===== config.mk =====
export PLATFORM = sky130hd
export DESIGN_NAME = vec_mac_sequencer_flat
export DESIGN_NICKNAME = d
export VERILOG_FILES = /design/src/rtl/vec_mac_sequencer_pkg.sv /design/src/rtl/vec_mac_sequencer_if.sv /design/src/rtl/vec_mac_sequencer_mul_pipe2.sv /design/src/rtl/vec_mac_sequencer.sv /design/src/flat_wrapper.sv
export SDC_FILE = /design/constraint.sdc
export NUM_CORES = 1
export LEC_CHECK = 0
export ABC_CLOCK_PERIOD_IN_PS = 7400
export CAP_MARGIN = 20
export CORE_UTILIZATION = 40
export DETAILED_ROUTE_END_ITERATION = 8
export MAX_ROUTING_LAYER = met4
export PLACE_DENSITY = 0.66
export SLEW_MARGIN = 20
export SYNTH_ARGS = -nofsm -noshare
export SYNTH_HDL_FRONTEND = slang
export SYNTH_SLANG_ARGS = --single-unit

===== constraint.sdc =====
create_clock -name clk -period 7.4 [get_ports clk]
set_clock_uncertainty 0.2 [all_clocks]
set_input_delay 1.48 -clock clk [delete_from_list [all_inputs] [get_ports clk]]
set_output_delay 1.48 -clock clk [all_outputs]
set_load 0.02 [all_outputs]

===== src/rtl/vec_mac_sequencer_pkg.sv =====
// Shared definitions for the dot-product issue path: FSM encodings,
// multiplier pipeline depth and default widths shared with the accumulator.
package vec_mac_sequencer_pkg;

  localparam int ELEM_W_DEF    = 12;
  localparam int WORD_SIZE_DEF = 24;
  localparam int LEN_W_DEF     = 8;
  localparam int MUL_LAT       = 2;

  typedef logic [2:0] state_t;

  localparam logic [2:0] ST_IDLE  = 3'd0;
  localparam logic [2:0] ST_CLEAR = 3'd1;
  localparam logic [2:0] ST_RUN   = 3'd2;
  localparam logic [2:0] ST_DRAIN = 3'd3;
  localparam logic [2:0] ST_DONE  = 3'd4;

endpackage


===== src/rtl/vec_mac_sequencer_if.sv =====
// Control, operand-stream and accumulator-side signals of the MAC sequencer.
interface vec_mac_sequencer_if
  import vec_mac_sequencer_pkg::*;
#(
  parameter int ELEM_W    = ELEM_W_DEF,
  parameter int WORD_SIZE = WORD_SIZE_DEF,
  parameter int LEN_W     = LEN_W_DEF
);

  logic                 start;
  logic [LEN_W-1:0]     vec_len;
  logic [ELEM_W-1:0]    a_data;
  logic [ELEM_W-1:0]    b_data;
  logic                 elem_valid;
  logic                 elem_ready;
  logic [WORD_SIZE-1:0] prod_out;
  logic                 acc_load;
  logic                 acc_clr;
  logic                 busy;
  logic                 done;

  modport master (
    output start, vec_len, a_data, b_data, elem_valid,
    input  elem_ready, prod_out, acc_load, acc_clr, busy, done
  );

  modport slave (
    input  start, vec_len, a_data, b_data, elem_valid,
    output elem_ready, prod_out, acc_load, acc_clr, busy, done
  );

endinterface


===== src/rtl/vec_mac_sequencer_mul_pipe2.sv =====
// mul_pipe2: two-stage registered unsigned multiplier with valid pass-through.
module vec_mac_sequencer_mul_pipe2 #(
  parameter int ELEM_W    = 12,
  parameter int WORD_SIZE = 24
) (
  input  logic                 clk,
  input  logic                 rst,
  input  logic                 in_valid,
  input  logic [ELEM_W-1:0]    a,
  input  logic [ELEM_W-1:0]    b,
  output logic                 out_valid,
  output logic [WORD_SIZE-1:0] prod
);

  localparam int PROD_W = 2 * ELEM_W;

  logic [ELEM_W-1:0]    a_q;
  logic [ELEM_W-1:0]    b_q;
  logic                 v1;
  logic [PROD_W-1:0]    full;
  logic [WORD_SIZE-1:0] word;

  assign full = {{ELEM_W{1'b0}}, a_q} * {{ELEM_W{1'b0}}, b_q};

  // Fit the full product to the accumulator word: zero-extend or keep low bits.
  generate
    if (WORD_SIZE > PROD_W) begin : g_ext
      assign word = {{(WORD_SIZE - PROD_W){1'b0}}, full};
    end else if (WORD_SIZE == PROD_W) begin : g_eq
      assign word = full;
    end else begin : g_trunc
      assign word = full[WORD_SIZE-1:0];
    end
  endgenerate

  always_ff @(posedge clk or posedge rst) begin
    if (rst) begin
      a_q       <= '0;
      b_q       <= '0;
      v1        <= 1'b0;
      out_valid <= 1'b0;
      prod      <= '0;
    end else begin
      v1 <= in_valid;
      if (in_valid) begin
        a_q <= a;
        b_q <= b;
      end
      out_valid <= v1;
      if (v1) prod <= word;
    end
  end

endmodule


===== src/rtl/vec_mac_sequencer.sv =====
// Issue stage of the dot-product path: frames a vector op with clear/done
// strokes and feeds operand pairs through the 2-stage multiplier.
//
//   state | meaning
//   IDLE  | waiting for start; vec_len latched on start
//   CLEAR | one-cycle accumulator clear
//   RUN   | accepting pairs until len have been taken
//   DRAIN | no acceptance; waiting for the last product to load
//   DONE  | one-cycle done pulse, sum is final
module vec_mac_sequencer
  import vec_mac_sequencer_pkg::*;
#(
  parameter int ELEM_W    = ELEM_W_DEF,
  parameter int WORD_SIZE = WORD_SIZE_DEF,
  parameter int LEN_W     = LEN_W_DEF
) (
  input logic                clk,
  input logic                rst,
  vec_mac_sequencer_if.slave bus
);

  localparam int             DW         = $clog2(MUL_LAT + 1);
  localparam logic [DW-1:0]  DRAIN_INIT = DW'(MUL_LAT - 1);

  state_t           state;
  state_t           state_nxt;
  logic [LEN_W-1:0] len_q;
  logic [LEN_W-1:0] remain;
  logic [DW-1:0]    drain_cnt;
  logic             accept;

  // Remaining-element down-counter: no wrap even at the maximum length.
  assign bus.elem_ready = (state == ST_RUN) && (remain != '0);
  assign accept         = bus.elem_valid && bus.elem_ready;
  assign bus.acc_clr    = (state == ST_CLEAR);
  assign bus.busy       = (state != ST_IDLE);
  assign bus.done       = (state == ST_DONE);

  always_comb begin
    state_nxt = state;
    case (state)
      ST_IDLE:  if (bus.start) state_nxt = ST_CLEAR;
      ST_CLEAR: state_nxt = (len_q == '0) ? ST_DONE : ST_RUN;
      ST_RUN:   if (accept && (remain == LEN_W'(1))) state_nxt = ST_DRAIN;
      ST_DRAIN: if (drain_cnt == '0) state_nxt = ST_DONE;
      ST_DONE:  state_nxt = ST_IDLE;
      default:  state_nxt = ST_IDLE;
    endcase
  end

  always_ff @(posedge clk or posedge rst) begin
    if (rst) begin
      state     <= ST_IDLE;
      len_q     <= '0;
      remain    <= '0;
      drain_cnt <= '0;
    end else begin
      state <= state_nxt;
      if ((state == ST_IDLE) && bus.start) len_q <= bus.vec_len;
      if (state == ST_CLEAR) remain <= len_q;
      else if (accept) remain <= remain - LEN_W'(1);
      // Last pair needs MUL_LAT cycles in DRAIN before its load has completed.
      if ((state == ST_RUN) && (state_nxt == ST_DRAIN)) drain_cnt <= DRAIN_INIT;
      else if (drain_cnt != '0) drain_cnt <= drain_cnt - DW'(1);
    end
  end

  vec_mac_sequencer_mul_pipe2 #(
    .ELEM_W    (ELEM_W),
    .WORD_SIZE (WORD_SIZE)
  ) u_mul_pipe2 (
    .clk       (clk),
    .rst       (rst),
    .in_valid  (accept),
    .a         (bus.a_data),
    .b         (bus.b_data),
    .out_valid (bus.acc_load),
    .prod      (bus.prod_out)
  );

endmodule


===== src/flat_wrapper.sv =====
// flat-port wrapper written by rule: the top's interface ports become plain ports
module vec_mac_sequencer_flat import vec_mac_sequencer_pkg::*;
#(
  parameter int ELEM_W    = ELEM_W_DEF,
  parameter int WORD_SIZE = WORD_SIZE_DEF,
  parameter int LEN_W     = LEN_W_DEF
)
  (clk, rst, bus_start, bus_vec_len, bus_a_data, bus_b_data, bus_elem_valid, bus_elem_ready, bus_prod_out, bus_acc_load, bus_acc_clr, bus_busy, bus_done);
  vec_mac_sequencer_if #(.ELEM_W(ELEM_W), .WORD_SIZE(WORD_SIZE), .LEN_W(LEN_W)) bus_i ();
  input logic clk;
  input logic rst;
  input wire logic [$bits(bus_i.start)-1:0] bus_start;
  input wire logic [$bits(bus_i.vec_len)-1:0] bus_vec_len;
  input wire logic [$bits(bus_i.a_data)-1:0] bus_a_data;
  input wire logic [$bits(bus_i.b_data)-1:0] bus_b_data;
  input wire logic [$bits(bus_i.elem_valid)-1:0] bus_elem_valid;
  output wire logic [$bits(bus_i.elem_ready)-1:0] bus_elem_ready;
  output wire logic [$bits(bus_i.prod_out)-1:0] bus_prod_out;
  output wire logic [$bits(bus_i.acc_load)-1:0] bus_acc_load;
  output wire logic [$bits(bus_i.acc_clr)-1:0] bus_acc_clr;
  output wire logic [$bits(bus_i.busy)-1:0] bus_busy;
  output wire logic [$bits(bus_i.done)-1:0] bus_done;
  assign bus_i.start = bus_start;
  assign bus_i.vec_len = bus_vec_len;
  assign bus_i.a_data = bus_a_data;
  assign bus_i.b_data = bus_b_data;
  assign bus_i.elem_valid = bus_elem_valid;
  assign bus_elem_ready = bus_i.elem_ready;
  assign bus_prod_out = bus_i.prod_out;
  assign bus_acc_load = bus_i.acc_load;
  assign bus_acc_clr = bus_i.acc_clr;
  assign bus_busy = bus_i.busy;
  assign bus_done = bus_i.done;
  vec_mac_sequencer #(.ELEM_W(ELEM_W), .WORD_SIZE(WORD_SIZE), .LEN_W(LEN_W)) u_core (.clk(clk), .rst(rst), .bus(bus_i));
endmodule

==> flow_metrics.tcl, run 1 <==
set metrics [dict create \
    status "finished, final reports clean" \
    critPathKind "reg -> reg" \
    setup_tns_ns 0 \
    crit_buf_inv 3 \
    seq_area_frac_synth_pct 23.2 \
    end_kind "flop" \
    globalRoute.totalOverflow 0 \
    start_util_pct 40.9 \
    placementRows 50 \
    cts.repair.resized 0 \
    drt-vias-per-instance 5.07 \
    drive_gt1_share_pct 5.88 \
    synth_flop_cell "dfrtp_1" \
    fin_crit_sh_pct 74.9 \
    startpoint_type "flop" \
    finalHoldViolations 0 \
    cp_slowest_cell "dfrtp_1" \
    ctsHoldBuffers 0 \
    yosys_register_bits 71 \
    syn_area_sq_um 7650 \
    grt_pass1_vias 5813 \
    layout_common_cells "nand2_1 (189), inv_1 (142), fa_1 (100)" \
    clock_latency_ns 0.35 \
    grt_pass1_wl_um 28100 \
    synth_simple_gate_area_share_pct 18.0 \
    crit_family "adder cells" \
    synth_nets 1043 \
    clkSinkCount 71 \
    cts_setup_buffers 0 \
    num_io_pins 65 \
    slew-limit-headroom_pct 37.8 \
    drtIter0Drc 314 \
    cts_tree "done" \
    nets 1082 \
    clk_pin_slew_worst_paths_ns 0.06 \
    holdCritStartpoint "u_core.u_mul_pipe2.prod[20]$_DFFE_PP0P_" \
    core_area_sq_um 18700 \
    required_ns 7.42 \
    wl_um 16500 \
    synth-compound-area-share_pct 6.33 \
    cp.arrival_ns 5.57 \
    yosysUniqueCellTypes 49 \
    layout_commonest_cell "nand2_1" \
    dpl.hpwl_um 12800 \
    fmax_mhz 180 \
    grt_max_degree 72 \
    synth.area.mux_share_pct 3.82 \
    synth-adder-area-share_pct 36.9 \
    worstReg2RegStart "u_core.u_mul_pipe2.a_q[7]$_DFFE_PP0P_" \
    cpMostUsedCell "fa_1" \
    crit_start "u_core.u_mul_pipe2.a_q[7]$_DFFE_PP0P_" \
    clockRootBuffer "clkbuf_16" \
    post-route-min-period_ns 5.54 \
    detail_route.wl_per_cell_um 14.8 \
    die_w_um 140 \
    drtPass1Iterations 5 \
    cp_cell_sequence "nand2_1, fa_1, fa_1, fa_1, inv_1, fa_1, inv_1, fa_1, inv_1, ha_1, o21ai_0, nand2b_1, o2111ai_1, o311ai_0, xor2_1, mux2_2" \
    grt_usage_pct 18.6 \
    synth_top_family_by_area "adder cells" \
    syn_inst 841 \
    vias 5670 \
    routabilityCongestion 0.831 \
    tightest_slew_ns 0.933 \
    area_growth_pct 14.1 \
    synth_xor_area_share_pct 2.29 \
    chipHeight_um 140 \
    hp-class "reg -> reg" \
    ys.warnings.count 0 \
    nFillCells 1782 \
    synth.avg_cell_area_sq_um 9.10 \
    drc_errors 0 \
    setup_violations 0 \
    rsz0062_at_grt "no" \
    port_buffers 64 \
    htree_levels 3 \
    worstPathMaxFanout 13 \
    cap_violations 0 \
    synth-async-reset-ratio_pct 100 \
    antennaDiodeCount 0 \
    synth_edf_count 0 \
    cts_made_buffers 9 \
    drv_slew 0 \
    dieArea_sq_um 19700 \
    antenna_found_initial 0 \
    slowest_delay_ns 0.69 \
    clock_path_buffers 2 \
    final_antenna_net_count 0 \
]
## through the flow
stage | hold slack [ns] | utilization (%) | area, sq um | instances | setup slack [ns]
after CTS | 0.297 | 46.7 | 8730 | 1119 | 1.84
after global placement | 0.282 | 45.1 | 8430 | 1103 | 2.00
after global routing | 0.324 | 46.7 | 8730 | 1119 | 1.60
after detailed placement | 0.281 | 45.1 | 8430 | 1103 | 1.89
after floorplan | 0.172 | - | 7650 | 841 | 2.28
final | 0.290 | 46.7 | 8730 | 1119 | 1.86
## logic make-up after synthesis
| kind of cell | Yosys count |
|---|---|
| AO/OA/AOI/OAI | 75 |
| AND/OR/NAND/NOR | 301 |
| multiplexers | 26 |
| flip-flops | 71 |
| buffers and inverters | 182 |
| adder cells (fa/ha/maj) | 166 |
| XOR/XNOR | 20 |
## synth_stat cells (2+ instances only)
cell type,count,area share [%]
and4_1,2,0.23
a22oi_1,3,0.29
inv_1,143,7.0
nor4_1,4,0.33
nor3b_1,3,0.29
nor2_1,15,0.74
nand3_1,7,0.46
o2111ai_1,2,0.23
mux2_2,26,3.8
a21o_1,9,0.88
nand2b_1,4,0.33
o211ai_1,5,0.49
buf_4,3,0.29
or2_2,2,0.16
a21oi_1,25,1.6
o21ai_1,2,0.13
nand4_1,8,0.65
a221o_1,2,0.26
and2_1,57,4.7
o311ai_0,3,0.34
buf_6,3,0.44
o21ai_0,10,0.65
xor2_1,12,1.4
xnor2_1,8,0.92
fa_1,100,26
clkbuf_1,31,1.5
nor3_1,2,0.13
a31oi_1,2,0.16
dfrtp_1,71,23
o21a_1,4,0.39
ha_1,66,11
nand2_1,189,9.3
a211oi_1,2,0.20
## final timing paths
kind / endpoint / slack (ns) / depth (start not counted)
setup / recovery: u_core.u_mul_pipe2.prod[22]$_DFFE_PP0P_ / 1.86 / 16
setup reg to reg: u_core.u_mul_pipe2.prod[22]$_DFFE_PP0P_ / 1.86 / 16
min in group asynchronous: u_core.u_mul_pipe2.prod[23]$_DFFE_PP0P_ / 1.54 / 3
hold / removal: u_core.u_mul_pipe2.prod[20]$_DFFE_PP0P_ / 0.29 / 2
hold reg to reg: u_core.u_mul_pipe2.prod[20]$_DFFE_PP0P_ / 0.29 / 2
max in group asynchronous: u_core.u_mul_pipe2.a_q[3]$_DFFE_PP0P_ / 4.86 / 3
## metal layers
| layer | share of wire, % | vias up | GRT usage, % |
|---|---|---|---|
| met5 | 0 | - | - |
| met4 | 1.5 | 0 | 5.38 |
| met1 | 44 | 2866 | 23.3 |
| met2 | 51 | 92 | 31.6 |
| li1 | - | 2695 | - |
| met3 | 2.7 | 17 | 2.43 |
## flip-flops by register name, indices dropped and copies added (netlist names)
name,count
u_core.state,3
u_core.u_mul_pipe2.b_q,12
u_core.u_mul_pipe2.prod,24
u_core.u_mul_pipe2.a_q,12
u_core.len_q,8
u_core.u_mul_pipe2.out_valid,1
u_core.u_mul_pipe2.v1,1
u_core.drain_cnt,2
u_core.remain,8
## worst register-to-register path, delay by kind of cell, from the launching register on
family | cells | cell delay (ns)
AO/OA/AOI/OAI | 3 | 0.82
XOR/XNOR | 1 | 0.13
adder cells (fa/ha/maj) | 6 | 2.93
buffers and inverters | 3 | 0.15
flip-flops | 1 | 0.69
multiplexers | 1 | 0.28
AND/OR/NAND/NOR | 2 | 0.24
## layout make-up
cell class	instances	area (sq um)	share of cell area (%)
clock buffer	9	225	2.58
clock inverter	7	81.3	0.931
inverter	144	541	6.19
multi-input combinational	588	5160	59.1
sequential	71	1780	20.3
tap	234	293	3.35
timing repair buffer	66	656	7.51
Power of run 1 is not shown: default switching activity piles up to over one toggle a cycle in this logic, so the estimate is an artifact.
==> inputs of run 2 (changes only) <==
--- a/config.mk
+++ b/config.mk
@@ -5,7 +5,7 @@
 export SDC_FILE = /design/constraint.sdc
 export NUM_CORES = 1
 export LEC_CHECK = 0
-export ABC_CLOCK_PERIOD_IN_PS = 7400
+export ABC_CLOCK_PERIOD_IN_PS = 5200
 export CAP_MARGIN = 20
 export CORE_UTILIZATION = 40
 export DETAILED_ROUTE_END_ITERATION = 8
==> constraint.sdc (replaced) <==
create_clock -name clk -period 5.2 [get_ports clk]
set_clock_uncertainty 0.2 [all_clocks]
set_input_delay 1.04 -clock clk [delete_from_list [all_inputs] [get_ports clk]]
set_output_delay 1.04 -clock clk [all_outputs]
set_load 0.02 [all_outputs]
==> run 2 against run 1 <==
Count of clock-buffer cells in the layout stayed put. Largest cell class unchanged. Hold slack got worse by 0.0029 ns. Via count up 3.2%. Utilization grew 3.6 points. Design area increased by 7.6%. Global-route usage is 0.56 points higher. Die area unchanged. Wire length up 3.7%. Flip-flop and latch count stayed put. Critical path type unchanged. Critical path depth increased by 2.
==> flow_metrics.tcl, run 2 (synthesis results as in run 1) <==
set metrics [dict create \
    grt_pass1_wl_um 29000 \
    cp.arrival_ns 5.07 \
    critPathKind "reg -> reg" \
    clk_pin_slew_worst_paths_ns 0.07 \
    drt-vias-per-instance 4.94 \
    setup_tns_ns 0 \
    cts_tree "done" \
    drtPass1Iterations 4 \
    startpoint_type "flop" \
    dpl.hpwl_um 13400 \
    ctsHoldBuffers 0 \
    drive_gt1_share_pct 16.3 \
    post-route-min-period_ns 5.04 \
    detail_route.wl_per_cell_um 14.5 \
    finish.instance_area_sq_um 9400 \
    hp-class "reg -> reg" \
    drc_errors 0 \
    port_buffers 64 \
    layout_commonest_cell "nand2_1" \
    grt_max_degree 43 \
    tightest_slew_ns 0.753 \
    htree_levels 3 \
    holdWs_ns 0.287 \
    place_inst 1152 \
    cap_violations 0 \
    wl_met3_um 568 \
    largest_reg_flops 24 \
    antennaDiodeCount 0 \
    holdPathStages 1 \
    placed_area_sq_um 8790 \
    start_util_pct 40.9 \
    drtIter0Drc 223 \
    required_ns 5.23 \
    grt_usage_pct 19.2 \
    setup_violations 0 \
    num_io_pins 65 \
    die_w_um 140 \
    chipHeight_um 140 \
    dr_wl_met2_um 8850 \
    finalNonFillerCells 1185 \
    slew-limit-headroom_pct 49.6 \
    worstPathMaxFanout 5 \
    end_kind "flop" \
    cts_made_buffers 9 \
    wl_um 17200 \
    clock_latency_ns 0.35 \
    clock_path_buffers 2 \
    finalHoldViolations 0 \
    top_layer "met4" \
    status "finished, final reports clean" \
    fmax_mhz 198 \
    placementRows 50 \
    reg_top3 "u_core.u_mul_pipe2.prod x24, u_core.u_mul_pipe2.a_q x12, u_core.u_mul_pipe2.b_q x12" \
    nets 1148 \
    layout_common_cells "nand2_1 (188), inv_1 (141), fa_1 (100)" \
    clockRootBuffer "clkbuf_16" \
    core_area_sq_um 18700 \
    vias 5851 \
    r2r_cells 18 \
    grt_pass1_vias 6122 \
    area_growth_pct 22.8 \
    clkSinkCount 71 \
    fin_crit_sh_pct 96.9 \
    dieArea_sq_um 19700 \
    globalRoute.totalOverflow 0 \
    wl_met1_um 7520 \
    nFillCells 1737 \
    final_antenna_net_count 0 \
    antenna_found_initial 0 \
    routabilityCongestion 0.882 \
    regMostFlops "u_core.u_mul_pipe2.prod" \
    drv_slew 0 \
]
-- run 2: layer usage --
| layer | vias to the layer above | global-route usage, % |
|---|---|---|
| met3 | 15 | 2.63 |
| met1 | 2922 | 23.4 |
| met5 | - | - |
| met2 | 95 | 33.1 |
| met4 | 0 | 5.67 |
| li1 | 2819 | - |
-- run 2: layout make-up --
class                           count  area, sq um  area share (%)
Inverter                          144          541            5.75
Timing Repair Buffer              132         1170            12.4
Clock inverter                      7         72.6           0.772
Sequential cell                    71         1800            19.1
Multi-Input combinational cell    588         5300            56.4
Tap cell                          234          293            3.12
Clock buffer                        9          225            2.40
-- run 2: path summary, 6_finish.rpt --
path	to	startpoint	slack, ns
max	u_core.u_mul_pipe2.prod[16]$_DFFE_PP0P_	u_core.u_mul_pipe2.a_q[5]$_DFFE_PP0P_	0.16
min	u_core.state[1]$_DFF_PP0_	u_core.state[2]$_DFF_PP0_	0.29
max reg2reg	u_core.u_mul_pipe2.prod[16]$_DFFE_PP0P_	u_core.u_mul_pipe2.a_q[5]$_DFFE_PP0P_	0.16
min reg2reg	u_core.state[1]$_DFF_PP0_	u_core.state[2]$_DFF_PP0_	0.29
max in group asynchronous	u_core.u_mul_pipe2.b_q[3]$_DFFE_PP0P_	rst	2.82
min in group asynchronous	u_core.u_mul_pipe2.prod[21]$_DFFE_PP0P_	rst	0.91
-- run 2: worst max-delay path, stage by stage, from the launching register on --
cell	delay, ns
dfrtp_2	0.44
and2_4	0.18
fa_1	0.55
inv_2	0.04
fa_1	0.53
inv_1	0.05
fa_1	0.48
fa_1	0.49
inv_1	0.05
fa_1	0.48
inv_1	0.07
ha_4	0.24
a21oi_4	0.14
nand2_2	0.08
o2111ai_4	0.25
buf_6	0.15
a31oi_1	0.08
xor2_1	0.15
mux2_2	0.26
-- run 2: stage by stage --
| step | utilization [%] | setup WS (ns) |
|---|---|---|
| 2_1_floorplan | - | 0.0809 |
| 6_report | 50.2 | 0.161 |
| 5_1_grt | 50.2 | -0.0158 |
| 3_5_place_dp | 47.0 | -0.133 |
| 3_3_place_gp | 47.0 | 0.0340 |
| 4_1_cts | 48.7 | 0.000622 |
-- run 2: what timing repair did --
action / 4_1_cts / 5_1_grt
setup buffers: 0 / 17
resized for setup: 7 / 42
setup endpoints to repair: 4 / 11
pin swaps: 0 / 7
Power of run 2 is left out for the same reason.
